==> config.mk <==
export PLATFORM = sky130hd
export DESIGN_NAME = note_event_encoder
export DESIGN_NICKNAME = d
export VERILOG_FILES = /design/src/rtl/note_pkg.sv /design/src/rtl/duration_quantizer.sv /design/src/rtl/note_event_encoder.sv
export SDC_FILE = /design/constraint.sdc
export NUM_CORES = 1
export LEC_CHECK = 0
export ABC_AREA = 1
export BUFFER_PORTS_ARGS = -buffer_cell sky130_fd_sc_hd__buf_2
export CAP_MARGIN = 20
export CORE_ASPECT_RATIO = 1.4
export CORE_MARGIN = 8
export CORE_UTILIZATION = 53
export DETAILED_ROUTE_END_ITERATION = 7
export PLACE_DENSITY = 0.79
export SKIP_CTS_REPAIR_TIMING = 1
export SLEW_MARGIN = 15
export SYNTH_ARGS = -nofsm -noshare
export SYNTH_HDL_FRONTEND = slang
export SYNTH_SLANG_ARGS = --single-unit
==> constraint.sdc <==
create_clock -name i_clk -period 2 [get_ports i_clk]
set_input_delay 0.2 -clock i_clk [delete_from_list [all_inputs] [get_ports i_clk]]
set_output_delay 0.2 -clock i_clk [all_outputs]
set_load 0.01 [all_outputs]
==> src/rtl/note_pkg.sv <==
// Shared encodings for the note-event path: letter codes, silence, one-hot
// durations, FSM state type and a helper that recognises a playable letter.
package note_pkg;

  typedef logic [7:0] note_code_t;

  typedef enum logic [1:0] {
    IDLE = 2'd0,
    CAND = 2'd1,
    HOLD = 2'd2
  } nee_state_t;

  localparam note_code_t SILENCE = 8'h00;

  localparam logic [3:0] LET_G = 4'h8;
  localparam logic [3:0] LET_A = 4'hA;
  localparam logic [3:0] LET_B = 4'hB;
  localparam logic [3:0] LET_C = 4'hC;
  localparam logic [3:0] LET_D = 4'hD;
  localparam logic [3:0] LET_E = 4'hE;
  localparam logic [3:0] LET_F = 4'hF;

  localparam logic [3:0] DUR_EIGHTH  = 4'b0001;
  localparam logic [3:0] DUR_QUARTER = 4'b0010;
  localparam logic [3:0] DUR_HALF    = 4'b0100;
  localparam logic [3:0] DUR_WHOLE   = 4'b1000;

  // Any letter not in the table (including SILENCE's 0) counts as silence.
  function automatic logic is_pitch_letter(input logic [3:0] letter);
    logic r;
    case (letter)
      LET_G, LET_A, LET_B, LET_C, LET_D, LET_E, LET_F: r = 1'b1;
      default:                                         r = 1'b0;
    endcase
    return r;
  endfunction

endpackage

==> src/rtl/duration_quantizer.sv <==
// Combinational: held-frame count -> one-hot note duration (eighth..whole).
// Zero latency; no handshake, output follows input.
module duration_quantizer
  import note_pkg::*;
#(
  parameter int FRAMES_PER_EIGHTH = 4,
  parameter int CNT_W             = $clog2(8 * FRAMES_PER_EIGHTH + 1)
) (
  input  logic [CNT_W-1:0] i_length,
  output logic [3:0]       o_duration
);

  localparam int QW = CNT_W + 2;
  localparam logic [QW-1:0] THREE_E = QW'(3 * FRAMES_PER_EIGHTH);
  localparam logic [QW-1:0] SIX_E   = QW'(6 * FRAMES_PER_EIGHTH);

  logic [QW-1:0] w_len;
  logic [QW-1:0] w_len_x2;

  assign w_len    = {2'b00, i_length};
  assign w_len_x2 = {1'b0, i_length, 1'b0};

  // Thresholds sit halfway between nominal lengths: 1.5E, 3E, 6E.
  always_comb begin
    o_duration = DUR_WHOLE;
    if (w_len_x2 < THREE_E)   o_duration = DUR_EIGHTH;
    else if (w_len < THREE_E) o_duration = DUR_QUARTER;
    else if (w_len < SIX_E)   o_duration = DUR_HALF;
  end

endmodule

==> src/rtl/note_event_encoder.sv <==
// Debounces per-frame pitch codes into {note, duration} events; note_dec is registered,
// one cycle after the ending strobe, no back-pressure. NOTE_SPLIT_EN: split long notes into wholes.
module note_event_encoder
  import note_pkg::*;
#(
  parameter int FRAMES_PER_EIGHTH = 4,
  parameter int MIN_FRAMES        = 2
) (
  input  logic       i_clk,
  input  logic       i_reset,
  input  logic       i_pitch_valid,
  input  logic [7:0] i_pitch_code,
  output logic [7:0] o_note,
  output logic [3:0] o_duration,
  output logic       o_note_dec
);

  localparam int CNT_W = $clog2(8 * FRAMES_PER_EIGHTH + 1);
  localparam logic [CNT_W-1:0] LEN_MAX = CNT_W'(8 * FRAMES_PER_EIGHTH);
  localparam logic [CNT_W-1:0] MIN_LEN = CNT_W'(MIN_FRAMES);
  localparam logic [CNT_W-1:0] LEN_ONE = CNT_W'(1);
  localparam nee_state_t LOAD_STATE = (MIN_FRAMES == 1) ? HOLD : CAND;

  nee_state_t       r_state;
  note_code_t       r_cand;
  logic [CNT_W-1:0] r_length;
  logic [7:0]       r_note;
  logic [3:0]       r_duration;
  logic             r_note_dec;

  logic             w_is_pitch;
  logic             w_same;
  logic [CNT_W-1:0] w_len_inc;
  logic [3:0]       w_dur;

  assign w_is_pitch = is_pitch_letter(i_pitch_code[7:4]);
  assign w_same     = w_is_pitch && (i_pitch_code == r_cand);
  assign w_len_inc  = r_length + LEN_ONE;

  duration_quantizer #(
    .FRAMES_PER_EIGHTH(FRAMES_PER_EIGHTH),
    .CNT_W            (CNT_W)
  ) u_quant (
    .i_length  (r_length),
    .o_duration(w_dur)
  );

  always_ff @(posedge i_clk) begin
    if (i_reset) begin
      r_state    <= IDLE;
      r_cand     <= SILENCE;
      r_length   <= '0;
      r_note     <= SILENCE;
      r_duration <= '0;
      r_note_dec <= 1'b0;
    end else begin
      r_note_dec <= 1'b0;
      if (i_pitch_valid) begin
        case (r_state)
          IDLE: begin
            if (w_is_pitch) begin
              r_cand   <= i_pitch_code;
              r_length <= LEN_ONE;
              r_state  <= LOAD_STATE;
            end
          end
          CAND: begin
            if (!w_is_pitch) begin
              r_length <= '0;
              r_state  <= IDLE;
            end else if (w_same) begin
              r_length <= w_len_inc;
              if (w_len_inc >= MIN_LEN) r_state <= HOLD;
            end else begin
              r_cand   <= i_pitch_code;
              r_length <= LEN_ONE;
            end
          end
          HOLD: begin
            if (w_same) begin
`ifdef NOTE_SPLIT_EN
              if (w_len_inc == LEN_MAX) begin
                r_note     <= r_cand;
                r_duration <= DUR_WHOLE;
                r_note_dec <= 1'b1;
                r_length   <= '0;
              end else begin
                r_length <= w_len_inc;
              end
`else
              if (r_length != LEN_MAX) r_length <= w_len_inc;
`endif
            end else begin
              // A zero remainder only arises right after a split and is dropped.
              if (r_length != '0) begin
                r_note     <= r_cand;
                r_duration <= w_dur;
                r_note_dec <= 1'b1;
              end
              if (w_is_pitch) begin
                r_cand   <= i_pitch_code;
                r_length <= LEN_ONE;
                r_state  <= LOAD_STATE;
              end else begin
                r_length <= '0;
                r_state  <= IDLE;
              end
            end
          end
          default: begin
            r_length <= '0;
            r_state  <= IDLE;
          end
        endcase
      end
    end
  end

  assign o_note     = r_note;
  assign o_duration = r_duration;
  assign o_note_dec = r_note_dec;

endmodule
# --- Word-level counts from Yosys, hierarchy flattened ---
# Index checks and enable logic that the tools add are counted.
# W data, S select, Z words.
op_classes:
  add_sub_neg: 1
  bitwise: 3
  reduce_logical: 10
  n_lt_le_gt_ge: 4
  div_mod_pow: 0
  shifts: 0
  eq_ne: 18
  muxes: 24
  mul: 0
op_table:
  columns: ["cell", "count"]
  rows:
  - ["$mux W8", 4]
  - ["$mux W6", 5]
  - ["$eq A4 B4 Y1 const B", 7]
  - ["$pmux W8 S3", 1]
  - ["$pmux W6 S3", 1]
  - ["$mux W4", 3]
  - ["$mux W2", 5]
  - ["$reduce_and A5 Y1", 2]
  - ["$ne A3 B3 Y1 const B", 3]
  - ["$eq A8 B8 Y1", 1]
  - ["$ne A2 B2 Y1 const B", 4]
  - ["$lt A7 B4 Y1 const B", 1]
  - ["$reduce_or A7 Y1", 1]
  - ["$add A6 B1 Y6 const B", 1]
  - ["$ge A6 B2 Y1 const B", 1]
  - ["$lt A6 B4 Y1 const B", 1]
  - ["$lt A6 B5 Y1 const B", 1]
  - ["$ne A6 B6 Y1 const B", 1]
  - ["$pmux W2 S3", 1]
  - ["$reduce_bool A6 Y1", 1]
  - ["$mux W1", 4]
  - ["$reduce_and A4 Y1", 1]
  - ["$reduce_or A4 Y1", 1]
  - ["$not A1 Y1", 3]
  - ["6 further kinds", 6]
word_totals:
  n_memories: 0
  out_inout_bits: 13
  register_bits: 29
  latchBits: 0
  input_bits: 11
  elab_cells: 66
  mem_bits_ro: 0
  mem_bits_rw: 0

# --- Logic depth before layout (Yosys ltp) ---
# Gate-level depths: netlist (run 1).
logic_depth:
  word_depth: 7
  depth_mapped: 13
  ltp_nobuf: 12

# --- Hierarchy ---
# From an unflattened synthesis (run 1), not the netlist that was laid out.
hier_totals:
  hier_cells: 277
  area_unflattened_um2: 1676.6
modules_own_cells:
  columns: ["mod", "cells_per_inst", "instances", "area_each_um2"]
  rows:
  - ["note_event_encoder", 264, 1, 1626.6]
  - ["duration_quantizer", 13, 1, 50.0]

# --- Worst setup path before layout (run 1) ---
# Ideal clock, no wire load.
synth_timing:
  path_kind: "flip-flop to flip-flop"
  startpoint: "register r_length[0]"
  endpoint: "register r_state[0]"
  arrival_ns: 1.394
  setup_ns: 0.113
  t_required_ns: 1.887
  path_buffers: 0
  path_slack_ns: 0.494
  path_stages_with_launch: 13
  path_cell_list: "dfxtp_1 -> inv_1 -> ha_1 -> nor2_1 -> nand3_1 -> nor2_1 -> nand3_1 -> nand2_1 -> nand2_1 -> inv_1 -> nor2_1 -> nor2_1 -> nor2_1"
synth_via:
  elab_chain_len: 4
synth_lines:
  columns: ["item", "line_no", "text"]
  rows:
  - ["start, declared", "note_event_encoder.sv:26", "logic [CNT_W-1:0] r_length;"]
  - ["start signal, assigned", "note_event_encoder.sv:72", "r_length <= w_len_inc;"]
  - ["start signal, assigned", "note_event_encoder.sv:91", "if (r_length != LEN_MAX) r_length <= w_len_inc;"]
  - ["$add A6 B1 Y6", "note_event_encoder.sv:38", "assign w_len_inc = r_length + LEN_ONE;"]
  - ["$ge A6 B2 Y1", "note_event_encoder.sv:73", "if (w_len_inc >= MIN_LEN) r_state <= HOLD;"]
  - ["$ne A3 B3 Y1 (no line)", null, null]
  - ["$reduce_and A5 Y1 (no line)", null, null]
  - ["end signal, assigned", "note_event_encoder.sv:50", "r_state <= IDLE;"]
  - ["end signal, assigned", "note_event_encoder.sv:70", "r_state <= IDLE;"]
  - ["end signal, assigned", "note_event_encoder.sv:73", null]
  - ["end, declared", "note_event_encoder.sv:24", "nee_state_t r_state;"]
# Every way passes these cells.
# A chain may end at the register's enable or synchronous reset.

# --- Final worst setup path (run 1) ---
# Ends and elaborated chain as after synthesis.

==> results of run 1 <==
-- kinds of logic (layout without fill, tap and decap cells) --
logic type      Yosys count  in the layout
compound gates           32             32
xor+xnor                  1              1
fa+ha+maj                 3              3
buf+inv                  42             69
flops                    29             29
simple gates            145            145
-- synth_stat cells --
| cell type | n |
|---|---|
| nand3b_1 | 1 |
| xor2_1 | 1 |
| o21ai_1 | 1 |
| a21oi_2 | 1 |
| nand3_2 | 1 |
| nand2_2 | 9 |
| clkbuf_1 | 1 |
| a31oi_1 | 1 |
| nor2_2 | 3 |
| o21bai_1 | 1 |
| nand2_1 | 62 |
| nor2_4 | 1 |
| nand4_1 | 3 |
| buf_6 | 4 |
| o21ai_2 | 1 |
| nor2_1 | 44 |
| dfxtp_1 | 29 |
| o21ai_0 | 13 |
| or2_2 | 2 |
| inv_1 | 29 |
| nor2_8 | 1 |
| and2_1 | 1 |
| a21oi_1 | 14 |
| nand3_1 | 15 |
| inv_2 | 7 |
| inv_4 | 1 |
| nand2_4 | 1 |
| ha_1 | 3 |
| nand3_4 | 1 |
-- report_power, final --
part | internal [mW] | switching, mW
logic | 0.109 | 0.187
clock network | 0.495 | 0.238
registers | 0.619 | 0.0384
-- state kept, by name (all words and copies together), names as in the netlist --
| name | flops |
|---|---|
| o_duration | 4 |
| o_note | 8 |
| o_note_dec | 1 |
| r_cand | 8 |
| r_length | 6 |
| r_state | 2 |
-- metrics by stage --
stage / util / total power, mW / cell area (um2) / setup WS, ns / instances
finish: 0.629 / 1.69 / 1910 / 0.346 / 318
floorplan: - / 0.898 / 1650 / 0.494 / 252
CTS: 0.629 / 1.70 / 1910 / 0.334 / 318
detailed placement: 0.585 / 0.963 / 1770 / 0.355 / 310
global placement: 0.585 / 0.959 / 1770 / 0.412 / 310
global route: 0.629 / 1.78 / 1910 / 0.165 / 318
-- final cells by class --
| class | instances | share of cell area |
|---|---|---|
| Clock buffer | 5 | 0.0361 |
| Clock inverter | 3 | 0.0341 |
| Inverter | 37 | 0.0741 |
| Multi-Input combinational cell | 181 | 0.462 |
| Sequential cell | 29 | 0.304 |
| Tap cell | 39 | 0.0256 |
| Timing Repair Buffer | 24 | 0.0643 |
-- how the worst max path moves through the flow --
stage,from,endpoint,cells past startpoint
floorplan,r_length[0],r_state[0],12
global placement,r_length[0],r_state[0],12
detailed placement,r_length[0],r_state[0],12
CTS,r_length[0],r_state[0],12
global route,r_length[0],o_note[5],11
finish,r_length[0],r_state[0],12
-- layer usage --
metal | track usage | wire length [um] | up-vias
met1 | 0.141 | 1420 | 699
met2 | 0.281 | 1910 | 40
met3 | 0.0532 | 243 | 12
li1 | - | - | 831
met4 | 0.103 | 112 | 0
met5 | 0 | 0 | -
==> run metrics, run 1 <==
CP Cell Sequence inv_1, ha_1, nor2_1, nand3_1, nor2_1, nand3_1, nand2_1, nand2_1, inv_1, nor2_1, nor2_1, nor2_1; htree depth 2; Post-Synth XOR/XNOR Area 0.00530; Clock Tree Buf Depth 2; commonest non-fill, non-tap cell in the layout nand2_1; clock latency on the worst-skew pair 0.28 ns; final hold viol count 0; gpl congestion 0.878; Tmin final 1.65 ns; GRT Util Overall 0.152; Routed Antenna Nets 0; worst hold start i_reset; WHS 0.143 ns; die width 63.2 um; wire per inst 11.6 um; Worst Skew 0.00586 ns; die area 0.00518 mm2; via count 1582; Worst Hold Path EP r_length[0]; Nets 292; post-synthesis cell area 0.00165 mm2; Vias per Instance 4.97; global-route wire length before repair 6290 um; Leakage 0.982 nW; CP peak stage delay 0.43 ns; setup TNS 0 ns; CTS tree yes; sum of buffers and inverters on the critical path 2; Top delay family on crit path simple AND/OR/NAND/NOR gates; vias in the first global route 1465; largest cells by area after synthesis dfxtp_1 (35%), nand2_1 (14%), nor2_1 (10%); most frequent cells in the layout nand2_1 (62), nor2_1 (44), inv_1 (29), dfxtp_1 (29), buf_2 (23); TritonCTS Buffers 5; Syn Nets 266; clock slew at reported path FFs 0.07 ns; Core Rows 24; drc violations 0; largest family of logic cells by synthesized area simple AND/OR/NAND/NOR gates; register area 581 um2; clk sinks 29; Seq/Total Area, Yosys 0.352; CP arrival 1.84 ns; Tcrit/Tclk final 0.827; DR pass1 iterations 4; Area growth, synth to finish 15.5%; Synth top area share 0.352; fill cell total of the finished layout 308; fmax 605 MHz; post-synthesis mux area share 0; unrepaired setup endpoints after global routing false; FF+latch count, synth 29; crit path max fanout 6; Post-Route WL 3680 um; largest net degree at the start of global routing 21; Hold Path Cell Cnt 2; initial antenna violation count 0; PD cells 884 mW/mm2; Slew @ Worst Pin 0.442 ns; initial drt markers 111; Critical Path Start Type flop; WP data required 2.19 ns; Critical R2R Capture r_state[0]; count of cell types in the netlist 29; final-report setup violation count 0; reg2reg start r_length[0]; CP dominant cell by count nor2_1; Overflow after GRT 0; hold crit path type primary input to flop; Post-Synth Adder-Cell Area 0.0227; fraction of layout cells with a size suffix above 1 0.219; Compound-Gate Fraction of Synth Area 0.104; crit path capture type flop; Peak supply drop 0.809 mV; clock root buffer clkbuf_8; outcome finished, final reports clean; max-capacitance violation count 0; cells on worst reg2reg path 12; Slew HR 0.704; Initial Util 0.545; number of synthesis warnings 0; Worst path slowest cell dfxtp_1; reg2reg setup slack 0.35 ns; fraction of the mapped netlist area in simple logic gates 0.402; Post-DP HPWL 2730 um; n_diodes 0; Die Y 82.1 um; max-slew violations 0; Core Footprint 0.00303 mm2; CP Class flop to flop; Avg Inst Size Synth 6.55 um2; largest area contributor in the synthesized netlist dfxtp_1; Post-Syn Instances 252; area of the multi-input gates 881 um2; number of buffers inserted by port buffering 23; IO Pins 24
No activity file was read; power rests on OpenSTA's default activity.
==> run 2, diff against run 1 <==
CORE_UTILIZATION = 51   (was 53)
clock period = 1.5 ns   (was 2 ns; I/O delays follow)
==> run 2 against run 1 <==
  * The flow now finishes with violations (negative setup slack)
  * Critical path type unchanged
  * Sequential share of layout area down 2.9 points
  * Highest routed layer unchanged
  * Clock power up 32%
  * Flip-flop and latch count unchanged
  * First-iteration DRC count down 51%
==> run metrics, run 2 (synthesis results as in run 1) <==
Worst Skew 0.00694 ns (+0.00108 ns); Vias per Instance 4.99 (+0.20%); unrepaired setup endpoints after global routing true; most frequent cells in the layout nand2_1 (56), nor2_1 (38), inv_1 (25); clk sinks 29 (unchanged); n_diodes 0 (unchanged); wire per inst 11.6 um (+0.44%); failing checks negative setup slack; number of buffers inserted by port buffering 23 (unchanged); PD cells 1100 mW/mm2 (+24%); Core Footprint 0.00309 mm2 (+2.0%); vias in the first global route 1564 (+6.8%); die area 0.00534 mm2 (+3.0%); Peak supply drop 0.755 mV (-6.7%); clock latency on the worst-skew pair 0.29 ns (about the same); final-report setup violation count 1 (+1); Tcrit/Tclk final 1.00 (+0.176); gpl congestion 0.879 (about the same); Area after DPL 0.00188 mm2 (+5.9%); largest net degree at the start of global routing 20 (-4.8%); Slew @ Worst Pin 0.217 ns (-0.226 ns); max-slew violations 0 (unchanged); via count 1665 (+5.2%); drc violations 0 (unchanged); final hold viol count 0 (unchanged); outcome finished with violations; Nets 308 (+5.5%); Critical Path Start Type flop; Die Y 83.3 um (+1.6%); fill cell total of the finished layout 277 (-10%); Routed Antenna Nets 0 (unchanged); clock slew at reported path FFs 0.06 ns (about the same); Overflow after GRT 0 (unchanged); fmax 665 MHz (+9.9%); clock root buffer clkbuf_8; final instance area 0.00216 mm2 (+13%); crit path max fanout 15 (+9); TritonCTS Buffers 5 (unchanged); commonest non-fill, non-tap cell in the layout nand2_1; WP data required 1.68 ns (-0.51 ns); CTS tree yes; CP arrival 1.68 ns (-0.16 ns); final worst slack -0.00464 ns (-0.351 ns); Leakage 1.08 nW (+10%); crit path capture type flop; Slew HR 0.854 (+0.150); initial antenna violation count 0 (unchanged); initial drt markers 54 (-51%); Post-Route WL 3880 um (+5.5%); die width 64.1 um (+1.4%); Area growth, synth to finish 30.9%; Tmin final 1.50 ns (-0.149 ns); dpl ws -0.0642 ns (-0.419 ns); Initial Util 0.534 (-0.0106); Core Rows 24 (unchanged); GRT Util Overall 0.147 (-0.00505); Post-DP HPWL 2730 um (about the same); fraction of layout cells with a size suffix above 1 0.380 (+0.161); IO Pins 24 (unchanged); DR pass1 iterations 4 (unchanged); hold crit path type primary input to flop; Clock Tree Buf Depth 2 (unchanged); max-capacitance violation count 0 (unchanged); CP Class flop to flop; htree depth 2 (unchanged); global-route wire length before repair 6500 um (+3.4%); WHS 0.0896 ns (-0.0537 ns)
==> run 2: cell types whose count changed in the layout (fill, tap and decap cells not counted), moves of 9 or more <==
cell     before  now
buf_4         1   14
dfxtp_1      29   17
dfxtp_2       0   12
o21ai_0      13    4
==> run 2: critical path: stages (launching register included) <==
cell     delay, ns
dfxtp_2       0.34
inv_2         0.04
nand2_1       0.04
nand2_1       0.05
nor2_1        0.13
nand2_2       0.10
nor2_8        0.16
nand3_4       0.12
inv_4         0.08
nor2_4        0.04
buf_12        0.14
nor2_1        0.12
nor2_2        0.04
==> run 2: layout make-up <==
type                            count  area (um2)  share of cell area
Clock buffer                        5        68.8              0.0318
Inverter                           37         151              0.0700
Clock inverter                      3        65.1              0.0301
Tap cell                           39        48.8              0.0226
Timing Repair Buffer               40         263               0.122
Multi-Input combinational cell    181         970               0.448
Sequential cell                    29         596               0.275
==> run 2: worst paths after layout <==
kind	cells past startpoint	from	to	slack, ns
worst max register to register	12	r_cand[4]	r_cand[5]	-0.005
worst min-delay path	2	i_reset	r_length[0]	0.09
worst min register to register	2	r_cand[5]	o_note[5]	0.47
worst max-delay path	12	r_cand[4]	r_cand[5]	-0.005
==> run 2: routing by layer <==
metal	part of all wire	vias to the layer above	global-route usage
met1	0.40	745	0.136
met2	0.51	41	0.264
met5	0	-	0
li1	-	862	-
met3	0.051	17	0.0497
met4	0.038	0	0.0956
==> run 2: where the power goes <==
group          total [mW]  leakage [nW]  switching (mW)  internal (mW)
combinational       0.516         0.772           0.295          0.221
clock               0.969        0.0681           0.309          0.659
sequential          0.886         0.241          0.0545          0.832
==> run 2: metrics by stage <==
stage / utilization / setup TNS, ns / power, mW / cells
after floorplan: - / 0 / 1.20 / 252
after global placement: 0.607 / -0.260 / 1.34 / 322
after detailed placement: 0.607 / -0.433 / 1.34 / 322
after CTS: 0.650 / -1.10 / 2.32 / 330
after global routing: 0.699 / -1.53 / 2.50 / 334
final: 0.699 / -0.00464 / 2.37 / 334
==> run 3, diff against run 2 <==
ABC_CLOCK_PERIOD_IN_PS = 1500   (was not set)
CORE_MARGIN = not set   (was 8)
SLEW_MARGIN = not set   (was 15)
==> run 3 against run 2 <==
  * The run still ends with negative setup slack left
  * Largest cell class unchanged
  * Cell area grew 0.75%
  * Flip-flop and latch count is the same
  * Count of clock-buffer cells in the layout grew 2
  * Critical endpoint is now r_state[0]
  * Total power shrank 9.9%
  * Cell count shrank 0.60%
==> run metrics, run 3 (synthesis results as in run 1) <==
IO Pins 24 (unchanged); CP peak stage delay 0.35 ns (about the same); CP arrival 1.80 ns (+0.12 ns); NetSw 0.666 mW (+1.0%); drc violations 0 (unchanged); Worst Skew 0.0129 ns (+0.00599 ns); WHS 0.0953 ns (+0.00566 ns); largest net degree at the start of global routing 20 (unchanged); Slew HR 0.774 (-0.0803); Area growth, synth to finish 31.9%; WP data required 1.73 ns (+0.05 ns); DR pass1 iterations 4 (unchanged); sum of buffers and inverters on the critical path 3 (unchanged); Die Y 69.3 um (-17%); TritonCTS Buffers 5 (unchanged); outcome finished with violations; wire per inst 11.6 um (about the same); clock root buffer clkbuf_8; Tcrit/Tclk final 1.05 (+0.0453); final worst slack -0.0726 ns (-0.0680 ns); Core Footprint 0.00309 mm2 (unchanged); fill cell total of the finished layout 267 (-3.6%); dpl ws -0.104 ns (-0.0400 ns); cell count after placement 320 (-0.62%); fraction of layout cells with a size suffix above 1 0.392 (+0.0128); Slew @ Worst Pin 0.339 ns (+0.122 ns); GRT Util Overall 0.225 (+0.0774); clock latency on the worst-skew pair 0.29 ns (about the same); clock slew at reported path FFs 0.07 ns (about the same); Area after DPL 0.00188 mm2 (-0.13%); Routed Antenna Nets 0 (unchanged); GR Util met1 0.223 (+0.0868); die width 50.1 um (-22%); Finished Layout Cells 332 (-0.60%); Tmin final 1.57 ns (+0.0680 ns); crit path capture type flop; max-capacitance violation count 0 (unchanged); Leakage 1.08 nW (-0.54%); most frequent cells in the layout nand2_1 (54), nor2_1 (35), inv_1 (26); CTS tree yes; final hold viol count 0 (unchanged); Critical Path Start Type flop; htree depth 2 (unchanged); Combinational Power Share 0.245 (+0.027); Clock Tree Buf Depth 2 (unchanged); Top Usage Layer GRT met2; met2 Resource Use GR 0.419 (+0.155); Nets 306 (-0.65%); number of buffers inserted by port buffering 23 (unchanged); crit path max fanout 6 (-9); global-route wire length before repair 5930 um (-8.8%); Vias per Instance 4.95 (-0.73%); clk sinks 29 (unchanged); CP Class flop to flop; internal power 1.47 mW (-14%); Switching Fraction 0.312 (+0.0338); n_diodes 0 (unchanged); via count 1643 (-1.3%); Post-DP HPWL 2550 um (-6.4%); fmax 636 MHz (-4.3%); Top delay family on crit path simple AND/OR/NAND/NOR gates; failing checks negative setup slack; Initial Util 0.534 (unchanged); hold crit path type primary input to flop; met3 Resource Use GR 0.0592 (+0.00948); vias in the first global route 1460 (-6.6%); initial antenna violation count 0 (unchanged); setup TNS -0.396 ns (-0.391 ns); Overflow after GRT 0 (unchanged); gpl congestion 0.875 (-0.40%); final core utilization 0.704 (+0.00526); Worst path slowest cell dfxtp_2; Reg power frac 0.415 (+0.041); Post-Route WL 3850 um (-0.70%); Power, Total 2.14 mW (-9.9%); CP dominant cell by count nand2_1; initial drt markers 45 (-17%); die area 0.00347 mm2 (-35%); PD cells 980 mW/mm2 (-11%); Core Rows 24 (unchanged); final-report setup violation count 11 (+10); CP Cell Sequence inv_2, nand2_1, nand2_1, nor2_2, nand2_2, nor2_8, nand3_4, buf_4, buf_4, nand4_1, nand2_1, nor2_1; max-slew violations 0 (unchanged); unrepaired setup endpoints after global routing true; Peak supply drop 0.714 mV (-5.4%); commonest non-fill, non-tap cell in the layout nand2_1; Clock power frac 0.340 (-0.069); final instance area 0.00218 mm2 (+0.75%)
-- run 3: changes by cell type in the layout (fill, tap and decap cells not counted), sizes merged --
| cell | delta |
|---|---|
| buf | -3 |
| bufinv | -2 |
| clkbuf | +3 |
-- run 3: path summary, 6_finish.rpt --
| path | startpoint | end | slack, ns | cells after the start |
|---|---|---|---|---|
| hold / removal | i_reset | r_cand[7] | 0.1 | 2 |
| hold reg to reg | r_cand[2] | o_note[2] | 0.47 | 2 |
| setup / recovery | r_cand[1] | r_state[0] | -0.07 | 12 |
| setup reg to reg | r_cand[1] | r_state[0] | -0.07 | 12 |
-- run 3: layout make-up --
class / count / area (um2) / share of cell area
clock buffers: 7 / 96.3 / 0.0442
clock inverters: 1 / 5.00 / 0.00230
inverters: 37 / 146 / 0.0672
multi-input cells: 181 / 1010 / 0.463
flip-flops and latches: 29 / 596 / 0.273
well taps: 39 / 48.8 / 0.0224
repair buffers: 38 / 278 / 0.128
-- run 3: routing by layer --
metal | vias to the layer above | routed length, um
met4 | 0 | 63
met3 | 6 | 110
met2 | 24 | 2150
met1 | 750 | 1530
met5 | - | 0
li1 | 863 | -
-- run 3: power groups by stage --
stage | clock network (mW) | registers (mW) | logic [mW]
after global routing | 0.772 | 0.892 | 0.590
after global placement | 0 | 0.887 | 0.441
after CTS | 0.730 | 0.872 | 0.452
after floorplan | 0 | 0.891 | 0.308
final | 0.726 | 0.886 | 0.523
after detailed placement | 0 | 0.889 | 0.449
